$ cat config.mk
export PLATFORM = sky130hd
export DESIGN_NAME = id_ex_stage
export DESIGN_NICKNAME = d
export VERILOG_FILES = /design/src/rtl/id_ex_stage.sv
export SDC_FILE = /design/constraint.sdc
export NUM_CORES = 1
export LEC_CHECK = 0
export BUFFER_PORTS_ARGS = -buffer_cell sky130_fd_sc_hd__buf_4
export CAP_MARGIN = 0
export CORE_ASPECT_RATIO = 1.4
export CORE_MARGIN = 2
export CORE_UTILIZATION = 42
export DETAILED_ROUTE_END_ITERATION = 8
export PLACE_DENSITY = 0.77
export SYNTH_ARGS = -nofsm -noshare
export SYNTH_HDL_FRONTEND = slang
export SYNTH_SLANG_ARGS = --single-unit
$ cat constraint.sdc
create_clock -name clk_i -period 1.96 [get_ports clk_i]
set_input_delay 0.392 -clock clk_i [delete_from_list [all_inputs] [get_ports clk_i]]
set_output_delay 0.392 -clock clk_i [all_outputs]
set_load 0.02 [all_outputs]
$ cat src/rtl/id_ex_stage.sv
// ---------------------------------------------------------------------------
// id_ex_stage
// ID/EX pipeline register of the 5-stage MIPS core, directly downstream of the
// opcode decoder. Latches the 8-bit control bundle, operands, register
// addresses and immediate for EX. Detects load-use hazards and turns the
// entering instruction into a bubble. Resolves beq/j in ID and drives the
// PC-write, IF/ID-write and IF/ID-flush enables.
//
// Ports
//   clk_i, rst_i          clock (rising edge) / synchronous active-high reset
//   ctrl_i                decoder bundle: [0] RegWrite, [1] MemtoReg, [7:2] pass
//   branch_i, jump_i      ID instruction is beq / j
//   hold_i                global freeze; all stage state holds
//   rs/rt/rd_addr_i       ID register fields
//   rs/rt_data_i, imm_i   register-file read data, sign-extended immediate
//   ex_*_o                registered EX-side copies of the above
//   ex_valid_o            EX slot holds a real instruction (0 = bubble)
//   pc_write_o            PC may advance            (combinational)
//   ifid_write_o          IF/ID may load            (combinational)
//   ifid_flush_o          IF/ID cleared next edge   (combinational)
//   stall_cnt_o           saturating count of inserted bubbles
// ---------------------------------------------------------------------------
module id_ex_stage #(
  parameter int DATA_W = 32,
  parameter int ADDR_W = 5,
  parameter int CNT_W  = 16
) (
  input  logic                     clk_i,
  input  logic                     rst_i,
  input  logic [7:0]               ctrl_i,
  input  logic                     branch_i,
  input  logic                     jump_i,
  input  logic                     hold_i,
  input  logic [ADDR_W-1:0]        rs_addr_i,
  input  logic [ADDR_W-1:0]        rt_addr_i,
  input  logic [ADDR_W-1:0]        rd_addr_i,
  input  logic signed [DATA_W-1:0] rs_data_i,
  input  logic signed [DATA_W-1:0] rt_data_i,
  input  logic signed [DATA_W-1:0] imm_i,
  output logic [7:0]               ex_ctrl_o,
  output logic signed [DATA_W-1:0] ex_rs_data_o,
  output logic signed [DATA_W-1:0] ex_rt_data_o,
  output logic signed [DATA_W-1:0] ex_imm_o,
  output logic [ADDR_W-1:0]        ex_rs_addr_o,
  output logic [ADDR_W-1:0]        ex_rt_addr_o,
  output logic [ADDR_W-1:0]        ex_rd_addr_o,
  output logic                     ex_valid_o,
  output logic                     pc_write_o,
  output logic                     ifid_write_o,
  output logic                     ifid_flush_o,
  output logic [CNT_W-1:0]         stall_cnt_o
);

  logic [7:0]               ex_ctrl_q,    ex_ctrl_d;
  logic signed [DATA_W-1:0] ex_rs_data_q, ex_rs_data_d;
  logic signed [DATA_W-1:0] ex_rt_data_q, ex_rt_data_d;
  logic signed [DATA_W-1:0] ex_imm_q,     ex_imm_d;
  logic [ADDR_W-1:0]        ex_rs_addr_q, ex_rs_addr_d;
  logic [ADDR_W-1:0]        ex_rt_addr_q, ex_rt_addr_d;
  logic [ADDR_W-1:0]        ex_rd_addr_q, ex_rd_addr_d;
  logic                     ex_valid_q,   ex_valid_d;
  logic [CNT_W-1:0]         stall_cnt_q,  stall_cnt_d;

  logic lu;
  logic tk;

  function automatic logic [CNT_W-1:0] sat_inc(input logic [CNT_W-1:0] c);
    if (&c) return c;
    return c + 1'b1;
  endfunction

  // ID stage: hazard detection and branch/jump resolution
  // A load in EX whose destination feeds this instruction must stall one
  // cycle; $0 is hard-wired so it never creates a dependency.
  assign lu = ex_valid_q & ex_ctrl_q[1] & (ex_rt_addr_q != '0) &
              ((ex_rt_addr_q == rs_addr_i) | (ex_rt_addr_q == rt_addr_i));
  assign tk = jump_i | (branch_i & (rs_data_i == rt_data_i));

  // The stall wins over a taken branch: the branch is re-evaluated next
  // cycle, when the ID instruction is still held and the load has moved on.
  assign pc_write_o   = ~lu & ~hold_i;
  assign ifid_write_o = ~lu & ~hold_i;
  assign ifid_flush_o = tk & ~lu & ~hold_i;

  always_comb begin
    ex_rs_data_d = rs_data_i;
    ex_rt_data_d = rt_data_i;
    ex_imm_d     = imm_i;
    ex_rs_addr_d = rs_addr_i;
    ex_rt_addr_d = rt_addr_i;
    ex_rd_addr_d = rd_addr_i;
    ex_ctrl_d    = ctrl_i;
    ex_valid_d   = 1'b1;
    stall_cnt_d  = stall_cnt_q;
    if (lu) begin
      // Bubble: fields still load, but with zero control nothing commits.
      ex_ctrl_d   = '0;
      ex_valid_d  = 1'b0;
      stall_cnt_d = sat_inc(stall_cnt_q);
    end
  end

  // ID/EX boundary
  always_ff @(posedge clk_i) begin
    if (rst_i) begin
      ex_ctrl_q    <= '0;
      ex_rs_data_q <= '0;
      ex_rt_data_q <= '0;
      ex_imm_q     <= '0;
      ex_rs_addr_q <= '0;
      ex_rt_addr_q <= '0;
      ex_rd_addr_q <= '0;
      ex_valid_q   <= 1'b0;
      stall_cnt_q  <= '0;
    end else if (!hold_i) begin
      ex_ctrl_q    <= ex_ctrl_d;
      ex_rs_data_q <= ex_rs_data_d;
      ex_rt_data_q <= ex_rt_data_d;
      ex_imm_q     <= ex_imm_d;
      ex_rs_addr_q <= ex_rs_addr_d;
      ex_rt_addr_q <= ex_rt_addr_d;
      ex_rd_addr_q <= ex_rd_addr_d;
      ex_valid_q   <= ex_valid_d;
      stall_cnt_q  <= stall_cnt_d;
    end
  end

  assign ex_ctrl_o    = ex_ctrl_q;
  assign ex_rs_data_o = ex_rs_data_q;
  assign ex_rt_data_o = ex_rt_data_q;
  assign ex_imm_o     = ex_imm_q;
  assign ex_rs_addr_o = ex_rs_addr_q;
  assign ex_rt_addr_o = ex_rt_addr_q;
  assign ex_rd_addr_o = ex_rd_addr_q;
  assign ex_valid_o   = ex_valid_q;
  assign stall_cnt_o  = stall_cnt_q;

endmodule
==> results_dict.tcl, run 1 <==
set metrics [dict create \
    syn2layout_area_growth_pct 64.0 \
    drive_gt1_share_pct 47.7 \
    final_common_cell "buf_4" \
    path_cells "or4_4 > nor2_4 > nor3_4 > nor2_4 > o21a_4 > buf_6" \
    max_freq_ghz 0.431 \
    cts_tree "done" \
    syn_area_sq_mm 0.00544 \
    start_kind "register" \
    slew_violations 0 \
    place_inst 965 \
    ys_seq_elements 136 \
    period_needed_ps 2320 \
    cp_max_fo 3 \
    vias 5096 \
    vias_per_cell 5.07 \
    layout_common_cells "buf_4, dfxtp_1, nor2_1" \
    htree_num_levels 4 \
    overflow 0 \
    portBuffers 262 \
    cts_root_buffer "clkbuf_16" \
    post-route-util_pct 70.0 \
    post_drt_wl_per_cell_microns 17.0 \
    grt_max_degree 97 \
    drcViolationCount 0 \
    path_class "register to output pin" \
    cts_made_buffers 17 \
    crit_arrival_ps 1930 \
    routed_wl_microns 17100 \
    fin_ws_ps -363 \
    finalSetupViolations 10 \
    ys_types 38 \
    rsz0062_at_grt "yes" \
    grt_usage_pct 24.0 \
    start_util_pct 42.7 \
    skew_ps 8.41 \
    dieArea_sq_mm 0.0139 \
    register_area_sq_mm 0.00275 \
    postCtsHoldBufs 0 \
    die_h_microns 139 \
    status "finished, violations left" \
    hold_start "ctrl_i[3]" \
    ys_warn_count 0 \
    clock_latency_ps 410 \
    rr_startpoint "ex_rt_addr_o[1]$_SDFFE_PP0N_" \
    ir_worst_vdd_v 0.000593 \
    avgSynthCellArea_sq_um 10.1 \
    rows 49 \
    dp.final_hpwl_microns 12300 \
    p_per_area_mw_per_mm2 839 \
    top_level_ports 263 \
    critPathMaxStageDelay_ps 540 \
    hp-class "input pin to register" \
    required_ps 1570 \
    tightest_slew_ps 614 \
    clockBufferDepth 2 \
    synthCells 540 \
    n_antenna_cell 0 \
    core_sq_mm 0.0128 \
    cts_sinks 136 \
    fin_crit_sh_pct 119 \
    slowest_stage "or4_4" \
    syn-num-nets 665 \
    fp.dieW_microns 100 \
    grt_pass1_wl_microns 26500 \
    drt_iter0_drc 142 \
    dp_slack_ps -673 \
    critPathCaptureType "output pin" \
    finalSetupTns_ps -1670 \
    firstDrtPassIters 6 \
    cp-startpoint "ex_rt_addr_o[1]$_SDFFE_PP0N_" \
    hold_violations 0 \
    gp_congestion 0.852 \
    layout.nets 964 \
    antenna_left 0 \
    n_fill_cell 918 \
    seq_area_frac_synth_pct 50.1 \
    cap_violations 0 \
    crit_top_cell "nor2_4" \
    stdcell_count 1005 \
    violations "setup timing" \
    slew_headroom_pct 59.1 \
    path_clk_slew_ps 60 \
    multi_input_area_sq_mm 0.00295 \
    total_power_mw 7.49 \
    leakage_nw 4.25 \
    grt_pass1_vias 5527 \
    grt_antenna_before_repair 0 \
]
-- critical path: cells and delay by family (launching register included) --
family | cells | cell delay (ps)
simple gates | 4 | 910
flops | 1 | 350
compound gates | 1 | 150
buf+inv | 1 | 110
-- final timing paths --
path,to,slack (ps),depth (start not counted)
max,ifid_flush_o,-360,6
max reg2reg,stall_cnt_o[13]$_SDFFE_PP0P_,-170,10
min,ex_ctrl_o[3]$_SDFFE_PP0N_,190,2
min reg2reg,ex_ctrl_o[7]$_SDFFE_PP0N_,490,1
-- power by group --
| group | leakage (nW) | internal, mW | total (mW) | switching (mW) |
|---|---|---|---|---|
| registers | 1.13 | 2.91 | 3.00 | 0.0872 |
| clock network | 0.296 | 1.98 | 3.27 | 1.28 |
| logic | 2.83 | 0.613 | 1.22 | 0.609 |
| total | 4.25 | 5.51 | 7.49 | 1.98 |
-- repair_timing --
item,CTS,global route
setup endpoints to repair,19,27
resized for setup,45,28
setup buffers,7,4
cloned,1,0
pin swaps,26,17
-- Yosys cell counts (all sizes together) --
| cell | instances | area [sq um] |
|---|---|---|
| a311oi | 1 | 8.76 |
| inv | 3 | 11.3 |
| o21a | 1 | 7.51 |
| or4b | 1 | 10.0 |
| mux2i | 111 | 1110 |
| or3 | 5 | 36.3 |
| dfxtp | 136 | 2720 |
| o41ai | 2 | 17.5 |
| o22ai | 1 | 6.26 |
| nand4b | 1 | 8.76 |
| nand4 | 10 | 62.6 |
| and4 | 1 | 8.76 |
| o21ai | 2 | 10.0 |
| nor3 | 5 | 30.0 |
| ha | 1 | 12.5 |
| nand2 | 9 | 33.8 |
| o31ai | 4 | 30.0 |
| nor4b | 2 | 17.5 |
| buf | 14 | 72.6 |
| a22oi | 1 | 12.5 |
| or2 | 2 | 12.5 |
| xnor2 | 34 | 298 |
| nor2 | 127 | 479 |
| xor2 | 14 | 123 |
| clkbuf | 17 | 63.8 |
| or4 | 5 | 37.5 |
| a22o | 8 | 70.1 |
| nor4 | 7 | 50.1 |
| a21oi | 9 | 45.0 |
| nand3 | 6 | 30.0 |
-- kinds of logic after synthesis --
family | Yosys count | synth area share, %
XOR/XNOR | 48 | 7.73
flip-flops | 136 | 50.1
adder cells (fa/ha/maj) | 1 | 0.230
multiplexers | 111 | 20.4
buffers and inverters | 34 | 2.71
AND/OR/NAND/NOR | 181 | 15.0
AO/OA/AOI/OAI | 29 | 3.82
-- stage by stage --
stage	cell area (sq um)	hold slack [ps]
3_5_place_dp	7850	481
6_report	8920	193
5_1_grt	8920	183
2_1_floorplan	5490	511
4_1_cts	8780	179
3_3_place_gp	7850	466
-- area by class of cell --
cell class	count	share of cell area, %
clock inverter	14	1.84
multi-input combinational	371	33.0
sequential	136	30.8
inverter	3	0.126
timing repair buffer	310	27.0
tap	153	2.15
clock buffer	18	5.05
-- sequential cells by signal, indices dropped and copies added, names as in the netlist --
register,flops
ex_imm_o,32
ex_rt_data_o,32
ex_ctrl_o,8
ex_valid_o,1
ex_rt_addr_o,5
stall_cnt_o,16
ex_rs_data_o,32
ex_rs_addr_o,5
ex_rd_addr_o,5
-- per-layer routing --
layer	share of wire, %	up-vias	routed length [microns]	global-route usage [%]
li1	-	2444	-	-
met3	5.9	42	1000	7.21
met5	0	-	0	0
met1	35	2418	6020	24.3
met4	3.1	0	536	8.94
met2	56	192	9520	45.1
No activity file was read; power rests on OpenSTA's default activity.
==> run 2, diff against run 1 <==
Settings changed: CORE_ASPECT_RATIO 1.4 to 1.5, SKIP_CTS_REPAIR_TIMING set to 1.
==> run 2 against run 1 <==
  * The run still ends with setup timing left
  * Core utilization increased by 0.19 points
  * Setup slack got worse by 100 ps
  * Via count increased by 0.94%
  * Die area about the same
  * Critical path depth increased by 3
==> results_dict.tcl, run 2 (synthesis results as in run 1) <==
set metrics [dict create \
    hold_violations 0 \
    p_per_area_mw_per_mm2 845 \
    grt_max_degree 70 \
    post-route-util_pct 70.2 \
    n_antenna_cell 0 \
    cts_sinks 136 \
    slew_violations 0 \
    slowest_stage "nor4_2" \
    antenna_left 0 \
    path_class "input pin to output pin" \
    rows 50 \
    critPathMaxStageDelay_ps 320 \
    critPathCaptureType "output pin" \
    crit_arrival_ps 2030 \
    ir_worst_vdd_v 0.000496 \
    drcViolationCount 0 \
    start_util_pct 43.3 \
    dp.final_hpwl_microns 12600 \
    layout_common_cells "buf_4, dfxtp_1, nor2_1" \
    hp-class "input pin to register" \
    skew_ps 8.12 \
    vias_per_cell 5.08 \
    stdcell_count 1013 \
    start_kind "input pin" \
    syn2layout_area_growth_pct 62.2 \
    finalSetupViolations 10 \
    drive_gt1_share_pct 46.6 \
    vias 5144 \
    period_needed_ps 2430 \
    firstDrtPassIters 4 \
    cts_tree "done" \
    required_ps 1570 \
    post_drt_wl_per_cell_microns 16.8 \
    htree_num_levels 4 \
    overflow 0 \
    rsz0062_at_grt "yes" \
    top_level_ports 263 \
    cts_root_buffer "clkbuf_16" \
    grt_usage_pct 23.2 \
    place_inst 976 \
    violations "setup timing" \
    cap_violations 0 \
    drt_iter0_drc 124 \
    grt_pass1_vias 5197 \
    status "finished, violations left" \
    die_h_microns 143 \
    final_common_cell "buf_4" \
    portBuffers 262 \
    clock_latency_ps 410 \
    dieArea_sq_mm 0.0139 \
    cp_max_fo 2 \
    leakage_nw 4.23 \
    path_clk_slew_ps 60 \
    fin_ws_ps -466 \
    tightest_slew_ps 539 \
    clockBufferDepth 2 \
    slew_headroom_pct 64.0 \
    grt_pass1_wl_microns 25700 \
    max_freq_ghz 0.412 \
    path_cells "buf_4 > xnor2_1 > nand4_1 > nor4_2 > nand4_1 > nor4_2 > buf_4 > o21a_2 > buf_6" \
    core_sq_mm 0.0126 \
    fin_crit_sh_pct 124 \
    routed_wl_microns 17100 \
    gp_congestion 0.816 \
    grt_antenna_before_repair 0 \
    cts_made_buffers 17 \
    finalSetupTns_ps -1600 \
    layout.nets 969 \
    fp.dieW_microns 96.9 \
]
run 2: final timing paths:
path                                                    from  slack [ps]                     endpoint  depth (start not counted)
worst max-delay path                            rt_data_i[6]        -470                 ifid_flush_o                          9
worst min register to register     ex_ctrl_o[3]$_SDFFE_PP0N_         480    ex_ctrl_o[3]$_SDFFE_PP0N_                          1
worst min-delay path                               ctrl_i[3]         190    ex_ctrl_o[3]$_SDFFE_PP0N_                          2
worst max register to register  ex_rt_addr_o[0]$_SDFFE_PP0N_        -170  stall_cnt_o[9]$_SDFFE_PP0P_                          7
run 2: cell type report:
type / count / area (sq um)
Sequential cell: 136 / 2740
Multi-Input combinational cell: 371 / 2840
Tap cell: 156 / 195
Inverter: 3 / 11.3
Clock inverter: 14 / 173
Timing Repair Buffer: 315 / 2430
Clock buffer: 18 / 429
Fill cell: 901 / 3750
run 2: worst max-delay path, delay by kind of cell:
family | cells | cell delay, ps
AND/OR/NAND/NOR | 4 | 930
buffers and inverters | 3 | 390
XOR/XNOR | 1 | 190
AO/OA/AOI/OAI | 1 | 130
run 2: routing by layer:
| layer | vias up | wire length (microns) | part of all wire [%] | track usage [%] |
|---|---|---|---|---|
| met5 | - | 0 | 0 | 0 |
| met4 | 0 | 635 | 3.7 | 10.7 |
| met3 | 44 | 1060 | 6.2 | 7.44 |
| met2 | 206 | 9290 | 54 | 43.1 |
| met1 | 2431 | 6080 | 36 | 23.7 |
| li1 | 2463 | - | - | - |
run 2: power by group:
| group | total, mW | internal (mW) | switching (mW) |
|---|---|---|---|
| Combinational | 1.21 | 0.609 | 0.604 |
| Sequential | 3.00 | 2.91 | 0.0860 |
| Clock | 3.25 | 2.01 | 1.23 |
| Total | 7.46 | 5.53 | 1.92 |
run 2: per-stage QoR:
| step | worst slack, ps | area (sq um) | hold WS, ps | power [mW] |
|---|---|---|---|---|
| floorplan | -64.5 | 5490 | 511 | 3.61 |
| detailed placement | -579 | 7910 | 466 | 4.21 |
| CTS | -580 | 8510 | 177 | 7.46 |
| finish | -466 | 8820 | 191 | 7.46 |
| global route | -639 | 8820 | 176 | 7.75 |
| global placement | -564 | 7910 | 466 | 4.17 |
==> run 3, diff against run 2 <==
Settings changed: CORE_MARGIN 2 to unset, MAX_ROUTING_LAYER set to met4, SETUP_SLACK_MARGIN set to 0.3.
==> run 3 against run 2 <==
  * The run still ends with setup timing left
  * Highest routed layer unchanged
  * Critical endpoint unchanged
  * Fmax up 4.1%
  * Setup slack better by 95 ps
  * Core utilization down 0.24 points
  * Worst hold slack better by 1.2 ps
  * Non-clock buffer count down 6
  * Via count down 0.99%
  * First-iteration DRC count up 0.81%
  * Sequential share of layout area up 0.28 points
==> results_dict.tcl, run 3 (synthesis results as in run 1) <==
set metrics [dict create \
    grt_pass1_vias 5155 \
    max_freq_ghz 0.429 \
    period_needed_ps 2330 \
    hold_violations 0 \
    dieArea_sq_mm 0.0134 \
    syn2layout_area_growth_pct 61.7 \
    die_h_microns 141 \
    grt.busiest_layer "met2" \
    drive_gt1_share_pct 45.8 \
    post_drt_wl_per_cell_microns 16.7 \
    grt_pass1_wl_microns 25000 \
    timing.hold.ws_ps 193 \
    grt_use_met3_pct 5.09 \
    clock_latency_ps 410 \
    grt_use_met1_pct 26.0 \
    firstDrtPassIters 4 \
    htree_num_levels 4 \
    portBuffers 262 \
    violations "setup timing" \
    slew_violations 0 \
    cts_made_buffers 17 \
    p_per_area_mw_per_mm2 839 \
    grt_usage_pct 24.7 \
    cp_max_fo 5 \
    path_cells "xor2_1 > nor3_2 > a22oi_2 > buf_4 > nor3_4 > nor2_4 > o21a_2 > buf_6" \
    vias_per_cell 5.06 \
    critPathMaxStageDelay_ps 360 \
    leakage_nw 4.17 \
    antenna_left 0 \
    final_common_cell "buf_4" \
    layout.nets 963 \
    fin_crit_sh_pct 119 \
    clockBufferDepth 2 \
    hp-class "input pin to register" \
    grt_max_degree 75 \
    path_clk_slew_ps 60 \
    gp_congestion 0.846 \
    min_path_cells 2 \
    skew_ps 10.8 \
    slew_headroom_pct 48.3 \
    finalSetupViolations 12 \
    rr_worst_depth 9 \
    rows 50 \
    required_ps 1570 \
    cap_violations 0 \
    grt_use_met2_pct 44.3 \
    dp_slack_ps -554 \
    fp.dieW_microns 94.9 \
    slowest_stage "dfxtp_4" \
    ir_worst_vdd_v 0.000660 \
    cts_root_buffer "clkbuf_16" \
    start_kind "register" \
    top_level_ports 263 \
    cts_tree "done" \
    dp.final_hpwl_microns 12000 \
    layout_common_cells "buf_4, nor2_1, dfxtp_1" \
    routed_wl_microns 16800 \
    drt_iter0_drc 125 \
    crit_arrival_ps 1940 \
    vias 5093 \
    status "finished, violations left" \
    finalSetupTns_ps -1540 \
    cts_sinks 136 \
    grt_antenna_before_repair 0 \
    rsz0062_at_grt "yes" \
    start_util_pct 43.3 \
    tightest_slew_ps 775 \
    drcViolationCount 0 \
    path_class "register to output pin" \
    core_sq_mm 0.0126 \
    fin_ws_ps -371 \
    n_antenna_cell 0 \
    overflow 0 \
    critPathCaptureType "output pin" \
]
-- run 3: cell count changes in the layout (fill, tap and decap cells not counted), sizes merged --
cell and delta:
clkinv +1, clkbuf +1, clkinvlp -1, buf -6
bufinv -1
-- run 3: routing by layer --
| metal | part of all wire, % | wire length (microns) |
|---|---|---|
| met3 | 4.5 | 753 |
| met4 | 3.2 | 535 |
| met5 | 0 | 0 |
| met1 | 38 | 6350 |
| met2 | 55 | 9180 |
-- run 3: metrics by stage --
step | cell area, sq um | utilization (%) | cells | power, mW
finish | 8790 | 69.9 | 1007 | 7.37
global route | 8790 | 69.9 | 1007 | 7.64
CTS | 8430 | 67.0 | 997 | 7.38
detailed placement | 7840 | 62.3 | 965 | 4.19
global placement | 7840 | 62.3 | 965 | 4.16
floorplan | 5520 | - | 540 | 3.61
-- run 3: worst paths after layout --
check | startpoint | endpoint | slack (ps)
worst max-delay path | ex_rt_addr_o[0]$_SDFFE_PP0N_ | ifid_flush_o | -370
worst min-delay path | ctrl_i[0] | ex_ctrl_o[0]$_SDFFE_PP0N_ | 190
worst max register to register | ex_rt_addr_o[0]$_SDFFE_PP0N_ | stall_cnt_o[13]$_SDFFE_PP0P_ | -120
worst min register to register | ex_ctrl_o[7]$_SDFFE_PP0N_ | ex_ctrl_o[7]$_SDFFE_PP0N_ | 490
-- run 3: cell type report --
class                      count  area, sq um
fill                         944         3780
multi-input combinational    371         2820
sequential                   136         2760
timing repair buffer         309         2410
clock buffer                  19          454
tap                          156          195
clock inverter                13          139
inverter                       3         11.3
-- run 3: critical path: cells and delay by family, from the launching register on --
kind | cells | cell delay, ps
xor gates and xnor gates | 1 | 160
and+or+nand+nor | 3 | 520
buffers and inverters | 2 | 290
AOI/OAI and AO/OA | 2 | 210
DFF | 1 | 360
-- run 3: power breakdown --
part           switching [mW]  internal [mW]
combinational           0.594          0.588
sequential             0.0874           2.91
clock                    1.24           1.96
